--- config.mk ---
export PLATFORM = sky130hd
export DESIGN_NAME = pwm_dac
export DESIGN_NICKNAME = d
export VERILOG_FILES = /design/src/rtl/pwm_dac.sv
export SDC_FILE = /design/constraint.sdc
export NUM_CORES = 1
export LEC_CHECK = 0
export ABC_AREA = 1
export BUFFER_PORTS_ARGS = -buffer_cell sky130_fd_sc_hd__buf_2
export CAP_MARGIN = 20
export CORE_MARGIN = 5
export CORE_UTILIZATION = 57
export CTS_CLUSTER_DIAMETER = 150
export DETAILED_ROUTE_END_ITERATION = 12
export PLACE_DENSITY = 0.84
export SETUP_SLACK_MARGIN = 0.5
export SYNTH_ARGS = -nofsm -noshare
export SYNTH_HDL_FRONTEND = slang
export SYNTH_SLANG_ARGS = --single-unit
--- constraint.sdc ---
create_clock -name clk -period 4.6 [get_ports clk]
set_clock_uncertainty 0.2 [all_clocks]
set_input_delay 0.46 -clock clk [delete_from_list [all_inputs] [get_ports clk]]
set_output_delay 0.46 -clock clk [all_outputs]
set_load 0.05 [all_outputs]
--- src/rtl/pwm_dac.sv ---
// PWM DAC: samples a 16-bit level once per PWM period and drives a single-bit
// pulse-width-modulated output. Define PWM_DAC_DITHER_EN for error-feedback dithering.
module pwm_dac #(
  parameter int PWM_BITS = 10,
  parameter int PRESCALE = 4
) (
  input  logic                clk,
  input  logic                reset,
  input  logic                enable,
  input  logic [15:0]         level,
  input  logic                invert,
  output logic                pwm_out,
  output logic                frame_start,
  output logic [PWM_BITS-1:0] duty
);

  localparam int                PRE_W    = (PRESCALE > 1) ? $clog2(PRESCALE) : 1;
  localparam logic [PRE_W-1:0]  PRE_LAST = PRE_W'(PRESCALE - 1);
  localparam logic [PWM_BITS-1:0] CNT_MAX = '1;

  typedef enum logic {
    IDLE,
    RUN
  } state_t;

  state_t              state, state_next;
  logic [PRE_W-1:0]    pre, pre_next;
  logic [PWM_BITS-1:0] cnt, cnt_next;
  logic [PWM_BITS-1:0] duty_next;
  logic [PWM_BITS-1:0] trunc;
  logic [PWM_BITS-1:0] quant;
  logic                tick;
  logic                latch;
  logic                pwm_next;
  logic                frame_next;

  assign trunc = level[15 -: PWM_BITS];
  assign tick  = (pre == PRE_LAST);

  // Quantiser: plain truncation, or truncation plus carry from the error accumulator.
`ifdef PWM_DAC_DITHER_EN
  if (PWM_BITS < 16) begin : g_dither
    localparam int LSB_W = 16 - PWM_BITS;
    logic [LSB_W-1:0] err;
    logic [LSB_W:0]   sum;

    assign sum   = {1'b0, err} + {1'b0, level[LSB_W-1:0]};
    assign quant = (sum[LSB_W] && (trunc != CNT_MAX)) ? trunc + PWM_BITS'(1) : trunc;

    // The error is only cleared by reset; it carries across idle stretches.
    always_ff @(posedge clk) begin
      if (reset) begin
        err <= '0;
      end else if (latch) begin
        err <= sum[LSB_W-1:0];
      end
    end
  end else begin : g_no_dither
    assign quant = trunc;
  end
`else
  assign quant = trunc;
`endif

  always_comb begin
    // NOTE: every signal driven here gets a default first so no path can infer a latch.
    state_next = state;
    pre_next   = pre;
    cnt_next   = cnt;
    latch      = 1'b0;

    case (state)
      IDLE: begin
        pre_next = '0;
        cnt_next = '0;
        if (enable) begin
          state_next = RUN;
          latch      = 1'b1;
        end
      end
      RUN: begin
        if (!enable) begin
          // The current period is abandoned outright.
          state_next = IDLE;
          pre_next   = '0;
          cnt_next   = '0;
        end else begin
          pre_next = tick ? '0 : pre + PRE_W'(1);
          if (tick) begin
            cnt_next = cnt + PWM_BITS'(1);
            latch    = (cnt == CNT_MAX);
          end
        end
      end
      default: begin
        state_next = IDLE;
        pre_next   = '0;
        cnt_next   = '0;
      end
    endcase

    duty_next  = latch ? quant : duty;
    pwm_next   = (state == RUN && enable) ? ((cnt < duty) ^ invert) : invert;
    frame_next = (state_next == RUN) && (pre_next == '0) && (cnt_next == '0);
  end

  always_ff @(posedge clk) begin
    // NOTE: sequential state uses non-blocking assignments so all registers update together.
    if (reset) begin
      state       <= IDLE;
      pre         <= '0;
      cnt         <= '0;
      duty        <= '0;
      pwm_out     <= 1'b0;
      frame_start <= 1'b0;
    end else begin
      state       <= state_next;
      pre         <= pre_next;
      cnt         <= cnt_next;
      duty        <= duty_next;
      pwm_out     <= pwm_next;
      frame_start <= frame_next;
    end
  end

endmodule
## Word level (Yosys, flattened, before mapping)

Cells that the tools add are included.

| storage, ports and cells | value |
|---|---|
| bits in registers | 25 |
| input port bits | 20 |

| operators by class | value |
|---|---|
| add/subtract/negate cells | 2 |
| $lt $le $gt $ge | 1 |
| eq/ne operators | 2 |
| mux-type cells | 11 |
| bitwise operators | 2 |
| reduce and logical (&&, ||, !) cells | 5 |

Operator list:

| cell | number |
|---|---|
| 10-bit 2-to-1 mux | 2 |
| 10-bit one-hot mux with 2 select lines | 1 |
| 10-bit by 1-bit adder with 10-bit output (second input constant) | 1 |
| 10-bit == test (second input constant) | 1 |
| 10-bit zero test | 1 |
| 10-bit < comparator | 1 |
| 1-bit 2-to-1 mux | 4 |
| 2-bit 2-to-1 mux | 2 |
| 2-bit one-hot mux with 2 select lines | 1 |
| 1-bit logical AND | 3 |
| 2-bit by 1-bit adder with 2-bit output (second input constant) | 1 |
| 2-bit == test (second input constant) | 1 |
| 2-bit zero test | 1 |
| 1-bit one-hot mux with 2 select lines | 1 |
| 1-bit inverter | 1 |
| 1-bit bitwise XOR | 1 |

## Depth between registers and ports, before layout

Gate-level depths: netlist of run 1.

| depth | value |
|---|---|
| depth in word-level cells | 7 |
| gate-level depth with buffers | 11 |

## Worst setup path before layout of run 1

OpenSTA, ideal clock, no wires.

| path | value |
|---|---|
| path type | reg-to-reg |
| start | reg duty[9] |
| end | reg pwm_out |
| arrival | 1.537 ns |
| path slack | 2.750 ns |
| stages on the path, launching flop included | 10 |
| period minus slack after synthesis | 1.850 ns |
| cell sequence | dfxtp_1 > inv_1 > ha_1 > nand2_1 > nor2_1 > nand3_1 > nand3_1 > nand2_1 > nand2_1 > nor2_1 |

| between the ends | value |
|---|---|
| cells in the longest elaborated chain, start to end | 3 |

RTL lines:

| item | line | source |
|---|---|---|
| start: declaration | 14 | `output logic [PWM_BITS-1:0] duty` |
| start signal: assignment | 120 | `duty <= duty_next;` |
| 10-bit < comparator | 103 | `pwm_next = (state == RUN && enable) ? ((cnt < duty) ^ invert) : invert;` |
| 1-bit bitwise XOR | 103 |  |
| 1-bit 2-to-1 mux | 103 |  |
| end signal: assignment | 121 | `pwm_out <= pwm_next;` |
| end: declaration | 12 | `output logic pwm_out,` |

Every way passes these cells.
A chain may end at the register's enable or synchronous reset.

## Worst setup path in the final report of run 1

| path | value |
|---|---|
| start | reg pre[0] |
| end | reg duty[3] |

| between the ends | value |
|---|---|
| cells in the longest elaborated chain, start to end | 4 |

RTL lines:

| item | line | source |
|---|---|---|
| start: declaration | 27 | `logic [PRE_W-1:0] pre, pre_next;` |
| start signal: assignment | 118 | `pre <= pre_next;` |
| 2-bit == test | 38 | `assign tick = (pre == PRE_LAST);` |
| 1-bit 2-to-1 mux | 89 | `if (tick) begin` |
| 1-bit 2-to-1 mux | 82 | `if (!enable) begin` |
| 1-bit one-hot mux with 2 select lines | 72 | `case (state)` |

Every way passes these cells.

==> results of run 1 <==
-- cell families after synthesis --
family | share of synthesized area (%)
buffers and inverters | 9.36
adder cells (fa/ha/maj) | 9.90
AO/OA/AOI/OAI | 16.1
AND/OR/NAND/NOR | 28.6
flip-flops | 36.0
-- metrics by stage --
step | std cells | area (sq um)
2_1_floorplan | 188 | 1390
4_1_cts | 240 | 1540
6_report | 240 | 1540
3_5_place_dp | 236 | 1510
5_1_grt | 240 | 1540
3_3_place_gp | 236 | 1510
-- final cells by class --
cell class / instances / area [sq um] / area share (%)
Sequential cell: 25 / 500 / 32.6
Clock buffer: 4 / 26.3 / 1.71
Multi-Input combinational cell: 135 / 759 / 49.5
Timing Repair Buffer: 25 / 125 / 8.15
Inverter: 23 / 88.8 / 5.79
Tap cell: 28 / 35.0 / 2.28
-- power by group through the flow --
stage | clock network, mW | registers, mW | logic, mW
floorplan | 0 | 0.261 | 0.0355
global placement | 0 | 0.233 | 0.0790
detailed placement | 0 | 0.234 | 0.0807
CTS | 0.0996 | 0.229 | 0.0812
global route | 0.108 | 0.230 | 0.0879
finish | 0.0968 | 0.229 | 0.0805
-- tightest hold or removal path, stage by stage --
cell and delay, ns:
sky130_fd_sc_hd__buf_2 0.09, sky130_fd_sc_hd__o21ai_2 0.05, sky130_fd_sc_hd__a21oi_2 0.09
-- flip-flops by register name, summed over array words and instances (netlist names) --
register	count
frame_start	1
pwm_out	1
cnt	10
pre	2
state	1
duty	10
-- path summary, 6_finish.rpt --
path                                      startpoint                    to  cells after the start
worst min-delay path                        level[6]  duty[0]$_SDFFE_PP0P_                      3
worst max register to register     pre[0]$_SDFF_PP0_  duty[3]$_SDFFE_PP0P_                      7
worst max-delay path               pre[0]$_SDFF_PP0_  duty[3]$_SDFFE_PP0P_                      7
worst min register to register  duty[7]$_SDFFE_PP0P_  duty[7]$_SDFFE_PP0P_                      2
-- placed cells by master (no fill, tap or decap) --
cell type	n
sky130_fd_sc_hd__nand2_1	34
sky130_fd_sc_hd__nor2_1	28
sky130_fd_sc_hd__dfxtp_1	25
sky130_fd_sc_hd__buf_2	25
sky130_fd_sc_hd__inv_1	20
sky130_fd_sc_hd__nand3_1	16
sky130_fd_sc_hd__a21oi_2	11
sky130_fd_sc_hd__ha_1	11
sky130_fd_sc_hd__o21ai_1	9
sky130_fd_sc_hd__a21oi_1	7
sky130_fd_sc_hd__nand2_2	3
sky130_fd_sc_hd__nor2_2	3
sky130_fd_sc_hd__o21ai_0	3
sky130_fd_sc_hd__clkbuf_4	3
sky130_fd_sc_hd__o21ai_2	2
sky130_fd_sc_hd__inv_2	2
sky130_fd_sc_hd__o21bai_1	2
sky130_fd_sc_hd__nor3_1	2
sky130_fd_sc_hd__nand3b_1	1
sky130_fd_sc_hd__inv_4	1
sky130_fd_sc_hd__nand3_2	1
sky130_fd_sc_hd__nor2_4	1
sky130_fd_sc_hd__or2_4	1
sky130_fd_sc_hd__clkbuf_1	1
-- Yosys cell counts --
| cell | number | share of area, % |
|---|---|---|
| sky130_fd_sc_hd__dfxtp_1 | 25 | 36 |
| sky130_fd_sc_hd__a21oi_2 | 11 | 6.9 |
| sky130_fd_sc_hd__nand2_1 | 34 | 9.2 |
| sky130_fd_sc_hd__a21oi_1 | 7 | 2.5 |
| sky130_fd_sc_hd__o21ai_2 | 2 | 1.3 |
| sky130_fd_sc_hd__ha_1 | 11 | 9.9 |
| sky130_fd_sc_hd__clkbuf_1 | 1 | 0.27 |
| sky130_fd_sc_hd__o21ai_0 | 3 | 1.1 |
| sky130_fd_sc_hd__nand3_2 | 1 | 0.72 |
| sky130_fd_sc_hd__buf_1 | 1 | 0.27 |
| sky130_fd_sc_hd__inv_1 | 20 | 5.4 |
| sky130_fd_sc_hd__inv_2 | 2 | 0.54 |
| sky130_fd_sc_hd__nor2_1 | 28 | 7.6 |
| sky130_fd_sc_hd__nand3b_1 | 1 | 0.54 |
| sky130_fd_sc_hd__o21ai_1 | 9 | 3.2 |
| sky130_fd_sc_hd__nand2_2 | 3 | 1.4 |
| sky130_fd_sc_hd__or2_4 | 1 | 0.63 |
| sky130_fd_sc_hd__buf_6 | 3 | 2.4 |
| sky130_fd_sc_hd__nor2_2 | 3 | 1.4 |
| sky130_fd_sc_hd__o21bai_1 | 2 | 1.1 |
| sky130_fd_sc_hd__nor3_1 | 2 | 0.72 |
| sky130_fd_sc_hd__nand3_1 | 16 | 5.8 |
| sky130_fd_sc_hd__inv_4 | 1 | 0.45 |
| sky130_fd_sc_hd__nor2_4 | 1 | 0.81 |
-- layer usage --
metal | wire (microns) | GRT usage [%]
met1 | 1220 | 21.3
met2 | 1510 | 31.7
met3 | 190 | 3.05
met4 | 75 | 10.4
met5 | 0 | 0
==> impl_metrics.prom, run 1 <==
# TYPE chip_impl_metric gauge
chip_impl_metric{name="grt_pass1_wl",unit="microns"} 5000
chip_impl_metric{name="io_pins",unit=""} 32
chip_impl_metric{name="sequentialPowerShare",unit="%"} 56.4
chip_impl_metric{name="coreArea",unit="sq um"} 2280
chip_impl_metric{name="p_sw",unit="uW"} 125
chip_impl_metric{name="hold_violations",unit=""} 0
chip_impl_metric{name="power_frac_comb",unit="%"} 19.8
chip_impl_info{name="critical_path.most_common_cell",value="sky130_fd_sc_hd__nand2_1"} 1
chip_impl_metric{name="cts.htree.levels",unit=""} 1
chip_impl_metric{name="pre_cts_slack",unit="ns"} 2.60
chip_impl_metric{name="vias_post_dr",unit=""} 1300
chip_impl_metric{name="area_delta_synth_final",unit="%"} 10.4
chip_impl_metric{name="grt_pass1_vias",unit=""} 1184
chip_impl_metric{name="yosys_warnings",unit=""} 0
chip_impl_info{name="critPathKind",value="reg2reg"} 1
chip_impl_metric{name="cp_slowest_stage_delay",unit="ns"} 0.38
chip_impl_info{name="setup.worst_path.end_class",value="register"} 1
chip_impl_metric{name="vdd.ir_drop.worst",unit="mV"} 0.175
chip_impl_metric{name="port_buffers",unit=""} 25
chip_impl_metric{name="hold_ws",unit="ns"} 0.201
chip_impl_metric{name="synth.yosys.seq_area_share",unit="%"} 36.0
chip_impl_metric{name="drt-wirelength-per-cell",unit="microns"} 12.5
chip_impl_info{name="min-delay-path-class",value="in2reg"} 1
chip_impl_metric{name="row_count",unit=""} 17
chip_impl_metric{name="post_cts_buffers",unit=""} 0
chip_impl_metric{name="drt_first_pass_iters",unit=""} 5
chip_impl_metric{name="reg2reg_setup_slack",unit="ns"} 2.59
chip_impl_metric{name="totalPowerFinal",unit="uW"} 406
chip_impl_metric{name="detail_route.drc_violations",unit=""} 0
chip_impl_metric{name="cts_buffers",unit=""} 3
chip_impl_metric{name="finalCritPeriodShare",unit="%"} 43.7
chip_impl_metric{name="timing.critical_path.fanout_max",unit=""} 20
chip_impl_metric{name="initial_core_utilization",unit="%"} 61.1
chip_impl_metric{name="critical_path_required",unit="ns"} 4.60
chip_impl_metric{name="arrival",unit="ns"} 2.02
chip_impl_metric{name="cts_resized",unit=""} 0
chip_impl_metric{name="power.density_cell_area",unit="nW/um^2"} 265
chip_impl_metric{name="finish.net_count",unit=""} 244
chip_impl_metric{name="period_minus_slack",unit="ns"} 2.01
chip_impl_metric{name="gp_congestion",unit=""} 0.840
chip_impl_metric{name="grt_max_degree",unit=""} 21
chip_impl_metric{name="ctsLongestPathBuffers",unit=""} 2
chip_impl_metric{name="switching_share",unit="%"} 30.9
chip_impl_metric{name="insertedDiodeCount",unit=""} 0
chip_impl_metric{name="die_y",unit="microns"} 59.4
chip_impl_info{name="cts_root_buffer",value="sky130_fd_sc_hd__clkbuf_4"} 1
chip_impl_metric{name="detail_route.wirelength",unit="microns"} 3000
chip_impl_metric{name="cts_sinks",unit=""} 25
chip_impl_metric{name="clock_power_share",unit="%"} 23.8
chip_impl_metric{name="post_cts_hold_buffer_count",unit=""} 0
chip_impl_metric{name="maxSlewHeadroom",unit="%"} 67.2
chip_impl_metric{name="cellInternalPower",unit="uW"} 281
chip_impl_info{name="timing.critical_path.max_delay_family",value="simple AND/OR/NAND/NOR gates"} 1
chip_impl_info{name="cts_tree",value="built"} 1
chip_impl_metric{name="drv.max_cap_violation_count",unit=""} 0
chip_impl_metric{name="filler_cell_count",unit=""} 192
chip_impl_metric{name="max_clock_freq",unit="GHz"} 0.497
chip_impl_metric{name="total_standard_cell_area_after_synthesis",unit="sq um"} 1390
chip_impl_metric{name="synthCells",unit=""} 188
chip_impl_metric{name="drt-vias-per-instance",unit=""} 5.42
chip_impl_metric{name="worst_slew_pin_slew",unit="ns"} 0.490
chip_impl_metric{name="global_route.usage.total",unit="%"} 18.4
chip_impl_metric{name="report.final.slew_viol_count",unit=""} 0
chip_impl_info{name="critPathSlowestCell",value="sky130_fd_sc_hd__ha_1"} 1
chip_impl_info{name="cp_cell_sequence",value="ha_1 > nand2_1 > nand3b_1 > nand2_1 > nand2_2 > o21ai_1 > a21oi_2"} 1
chip_impl_metric{name="die_width",unit="microns"} 59.4
chip_impl_metric{name="path_buf_inv",unit=""} 0
chip_impl_metric{name="dp_hpwl",unit="microns"} 2320
chip_impl_metric{name="clock_insertion_delay_worst_skew",unit="ns"} 0.31
chip_impl_metric{name="synth.distinct_cells",unit=""} 24
chip_impl_metric{name="fin_util",unit="%"} 67.5
chip_impl_metric{name="worst_setup_hold_path_clk_slew",unit="ns"} 0.13
chip_impl_metric{name="report.final.setup_viol",unit=""} 0
chip_impl_metric{name="initial_antenna_violation_count",unit=""} 0
chip_impl_metric{name="initial_drc_count",unit=""} 60
chip_impl_info{name="status",value="completed"} 1
chip_impl_metric{name="timing.final.ws_setup",unit="ns"} 2.59
chip_impl_metric{name="syn_area_per_cell",unit="sq um"} 7.39
chip_impl_info{name="worst_setup_sp_type",value="register"} 1
chip_impl_metric{name="total_leakage_power",unit="nW"} 0.694
chip_impl_metric{name="grt_remaining_overflow",unit=""} 0
chip_impl_metric{name="fraction_of_final_layout_cells_with_drive_strength_greater_than_1",unit="%"} 25.0
chip_impl_metric{name="total_die_area",unit="sq um"} 3530
chip_impl_metric{name="route.antenna.remaining_nets",unit=""} 0
chip_impl_metric{name="timing.setup.tns",unit="ns"} 0
chip_impl_metric{name="synth-seq-cells",unit=""} 25
chip_impl_info{name="rsz0062_at_grt",value="false"} 1
chip_impl_metric{name="syn-num-nets",unit=""} 219
No activity file was read; power rests on OpenSTA's default activity.
==> inputs of run 2 (changes only) <==
Settings changed: CORE_UTILIZATION 57 to 53, PLACE_DENSITY 0.84 to 0.79.
Clock period 4.6 ns to 2 ns, I/O delays scaled along.
==> impl_metrics.prom, run 2 (same netlist as run 1, synthesis figures left out) <==
# TYPE chip_impl_metric gauge
chip_impl_metric{name="worst_setup_hold_path_clk_slew",unit="ns"} 0.14
chip_impl_metric{name="insertedDiodeCount",unit=""} 0
chip_impl_metric{name="die_y",unit="microns"} 61.2
chip_impl_metric{name="area_delta_synth_final",unit="%"} 43.7
chip_impl_metric{name="route.antenna.remaining_nets",unit=""} 0
chip_impl_metric{name="port_buffers",unit=""} 25
chip_impl_metric{name="worst_r2r_path_depth",unit=""} 9
chip_impl_metric{name="report.final.setup_viol",unit=""} 0
chip_impl_metric{name="detailed_place.area",unit="sq um"} 1640
chip_impl_metric{name="total_die_area",unit="sq um"} 3750
chip_impl_metric{name="pre_cts_slack",unit="ns"} 0.134
chip_impl_metric{name="fraction_of_final_layout_cells_with_drive_strength_greater_than_1",unit="%"} 51.5
chip_impl_metric{name="finish.net_count",unit=""} 265
chip_impl_metric{name="timing.final.ws_setup",unit="ns"} 0.386
chip_impl_metric{name="p_sw",unit="uW"} 326
chip_impl_info{name="min-delay-path-class",value="in2reg"} 1
chip_impl_metric{name="cts_buffers",unit=""} 3
chip_impl_metric{name="arrival",unit="ns"} 1.68
chip_impl_metric{name="path_buf_inv",unit=""} 1
chip_impl_metric{name="cp_slowest_stage_delay",unit="ns"} 0.36
chip_impl_metric{name="critical_path_required",unit="ns"} 2.07
chip_impl_metric{name="io_pins",unit=""} 32
chip_impl_info{name="largest_registers_in_the_final_layout",value="cnt x10, duty x10, pre x2"} 1
chip_impl_metric{name="maxSlewHeadroom",unit="%"} 66.1
chip_impl_metric{name="ctsLongestPathBuffers",unit=""} 2
chip_impl_metric{name="vdd.ir_drop.worst",unit="mV"} 0.535
chip_impl_metric{name="total_leakage_power",unit="nW"} 0.822
chip_impl_info{name="critPathKind",value="reg2reg"} 1
chip_impl_metric{name="drt-wirelength-per-cell",unit="microns"} 14.4
chip_impl_info{name="critPathSlowestCell",value="sky130_fd_sc_hd__dfxtp_2"} 1
chip_impl_metric{name="vias_post_dr",unit=""} 1441
chip_impl_metric{name="detail_route.wirelength",unit="microns"} 3780
chip_impl_metric{name="initial_drc_count",unit=""} 119
chip_impl_metric{name="switching_share",unit="%"} 32.7
chip_impl_metric{name="final_cell_area",unit="sq um"} 2000
chip_impl_metric{name="clock_insertion_delay_worst_skew",unit="ns"} 0.32
chip_impl_metric{name="drt-vias-per-instance",unit=""} 5.48
chip_impl_metric{name="clock_power_share",unit="%"} 23.2
chip_impl_metric{name="worst-path-stages",unit=""} 9
chip_impl_metric{name="row_count",unit=""} 18
chip_impl_metric{name="cts_sinks",unit=""} 25
chip_impl_metric{name="power.density_cell_area",unit="nW/um^2"} 500
chip_impl_info{name="cts_root_buffer",value="sky130_fd_sc_hd__clkbuf_4"} 1
chip_impl_metric{name="initial_core_utilization",unit="%"} 55.6
chip_impl_metric{name="detail_route.drc_violations",unit=""} 0
chip_impl_info{name="status",value="completed"} 1
chip_impl_metric{name="hold_violations",unit=""} 0
chip_impl_metric{name="drv.max_cap_violation_count",unit=""} 0
chip_impl_metric{name="die_width",unit="microns"} 61.2
chip_impl_metric{name="cellInternalPower",unit="uW"} 672
chip_impl_info{name="rsz0062_at_grt",value="true"} 1
chip_impl_metric{name="max_clock_freq",unit="GHz"} 0.620
chip_impl_metric{name="finalCritPeriodShare",unit="%"} 80.7
chip_impl_metric{name="cts.htree.levels",unit=""} 1
chip_impl_metric{name="sequentialPowerShare",unit="%"} 52.8
chip_impl_metric{name="global_route.usage.total",unit="%"} 20.5
chip_impl_metric{name="timing.hold.worst_path_depth",unit=""} 2
chip_impl_metric{name="coreArea",unit="sq um"} 2500
chip_impl_info{name="cp_cell_sequence",value="ha_4 > buf_6 > a21oi_2 > nor2_1 > nor2_2 > nand3_1 > nor2_1 > nand2_1 > nor2_2"} 1
chip_impl_info{name="cts_tree",value="built"} 1
chip_impl_metric{name="timing.critical_path.fanout_max",unit=""} 6
chip_impl_metric{name="grt_remaining_overflow",unit=""} 0
chip_impl_metric{name="grt_max_degree",unit=""} 15
chip_impl_info{name="layout.cells.most_common",value="sky130_fd_sc_hd__nand2_1"} 1
chip_impl_metric{name="power_frac_comb",unit="%"} 24.1
chip_impl_metric{name="gp_congestion",unit=""} 0.872
chip_impl_metric{name="report.final.slew_viol_count",unit=""} 0
chip_impl_metric{name="filler_cell_count",unit=""} 157
chip_impl_info{name="worst_setup_sp_type",value="register"} 1
chip_impl_metric{name="initial_antenna_violation_count",unit=""} 0
chip_impl_info{name="setup.worst_path.end_class",value="register"} 1
chip_impl_info{name="mostFrequentLayoutCells",value="28 x sky130_fd_sc_hd__nand2_1, 25 x sky130_fd_sc_hd__buf_2, 24 x sky130_fd_sc_hd__nor2_1"} 1
chip_impl_metric{name="period_minus_slack",unit="ns"} 1.61
chip_impl_metric{name="grt_pass1_vias",unit=""} 1409
chip_impl_metric{name="totalPowerFinal",unit="uW"} 998
chip_impl_metric{name="worst_slew_pin_slew",unit="ns"} 0.507
chip_impl_metric{name="drt_first_pass_iters",unit=""} 4
chip_impl_metric{name="dp_hpwl",unit="microns"} 2270
chip_impl_info{name="timing.critical_path.max_delay_family",value="simple AND/OR/NAND/NOR gates"} 1
chip_impl_metric{name="timing.setup.tns",unit="ns"} 0
chip_impl_metric{name="grt_pass1_wl",unit="microns"} 5800
run 2: cell types whose count changed in the layout (fill, tap and decap cells not counted), sizes merged:
cell / change
dlygate4sd3: +12
buf: +8
nand2: +1
run 2: routing by layer:
layer / vias to the layer above / global-route usage, % / wire [microns]
li1: 699 / - / -
met1: 648 / 23.0 / 1490
met2: 77 / 36.1 / 1850
met3: 17 / 3.98 / 281
met4: 0 / 11.1 / 167
met5: - / 0 / 0
run 2: layout make-up:
cell class	instances	area [sq um]	area share, %
clock buffers	4	26.3	1.32
multi-input cells	136	963	48.2
repair buffers	45	320	16.0
well taps	30	37.5	1.88
flip-flops and latches	25	553	27.7
inverters	23	96.3	4.82
run 2: power by group through the flow:
| stage | logic, mW | clock network, mW | registers (mW) |
|---|---|---|---|
| 2_1_floorplan | 0.0887 | 0 | 0.604 |
| 3_3_place_gp | 0.191 | 0 | 0.538 |
| 3_5_place_dp | 0.195 | 0 | 0.539 |
| 4_1_cts | 0.233 | 0.234 | 0.526 |
| 5_1_grt | 0.259 | 0.265 | 0.529 |
| 6_report | 0.240 | 0.231 | 0.526 |
run 2: path summary, 6_finish.rpt:
path                                            from                     end  slack, ns
worst max-delay path               pre[0]$_SDFF_PP0_  frame_start$_SDFF_PP0_       0.39
worst min-delay path                           reset       cnt[4]$_SDFF_PP0_    0.00005
worst max register to register     pre[0]$_SDFF_PP0_  frame_start$_SDFF_PP0_       0.39
worst min register to register  duty[4]$_SDFFE_PP0P_    duty[4]$_SDFFE_PP0P_       0.29
run 2: timing repair:
item / 4_1_cts / 5_1_grt
buffers inserted: 5 / 1
hold buffers: 11 / 1
pin swaps: 10 / 13
hold endpoints to repair: 11 / 1
endpoints found under the setup margin: 14 / 15
gates resized for setup: 33 / 12
gates cloned: 1 / 0
run 2: metrics by stage:
step | util [%] | hold slack, ns | std cells
after floorplan | - | 0.0781 | 188
after CTS | 77.7 | 0.00475 | 261
after global placement | 65.6 | 0.255 | 240
after global routing | 79.9 | -0.00157 | 263
final | 79.9 | 0.0000540 | 263
after detailed placement | 65.6 | 0.266 | 240
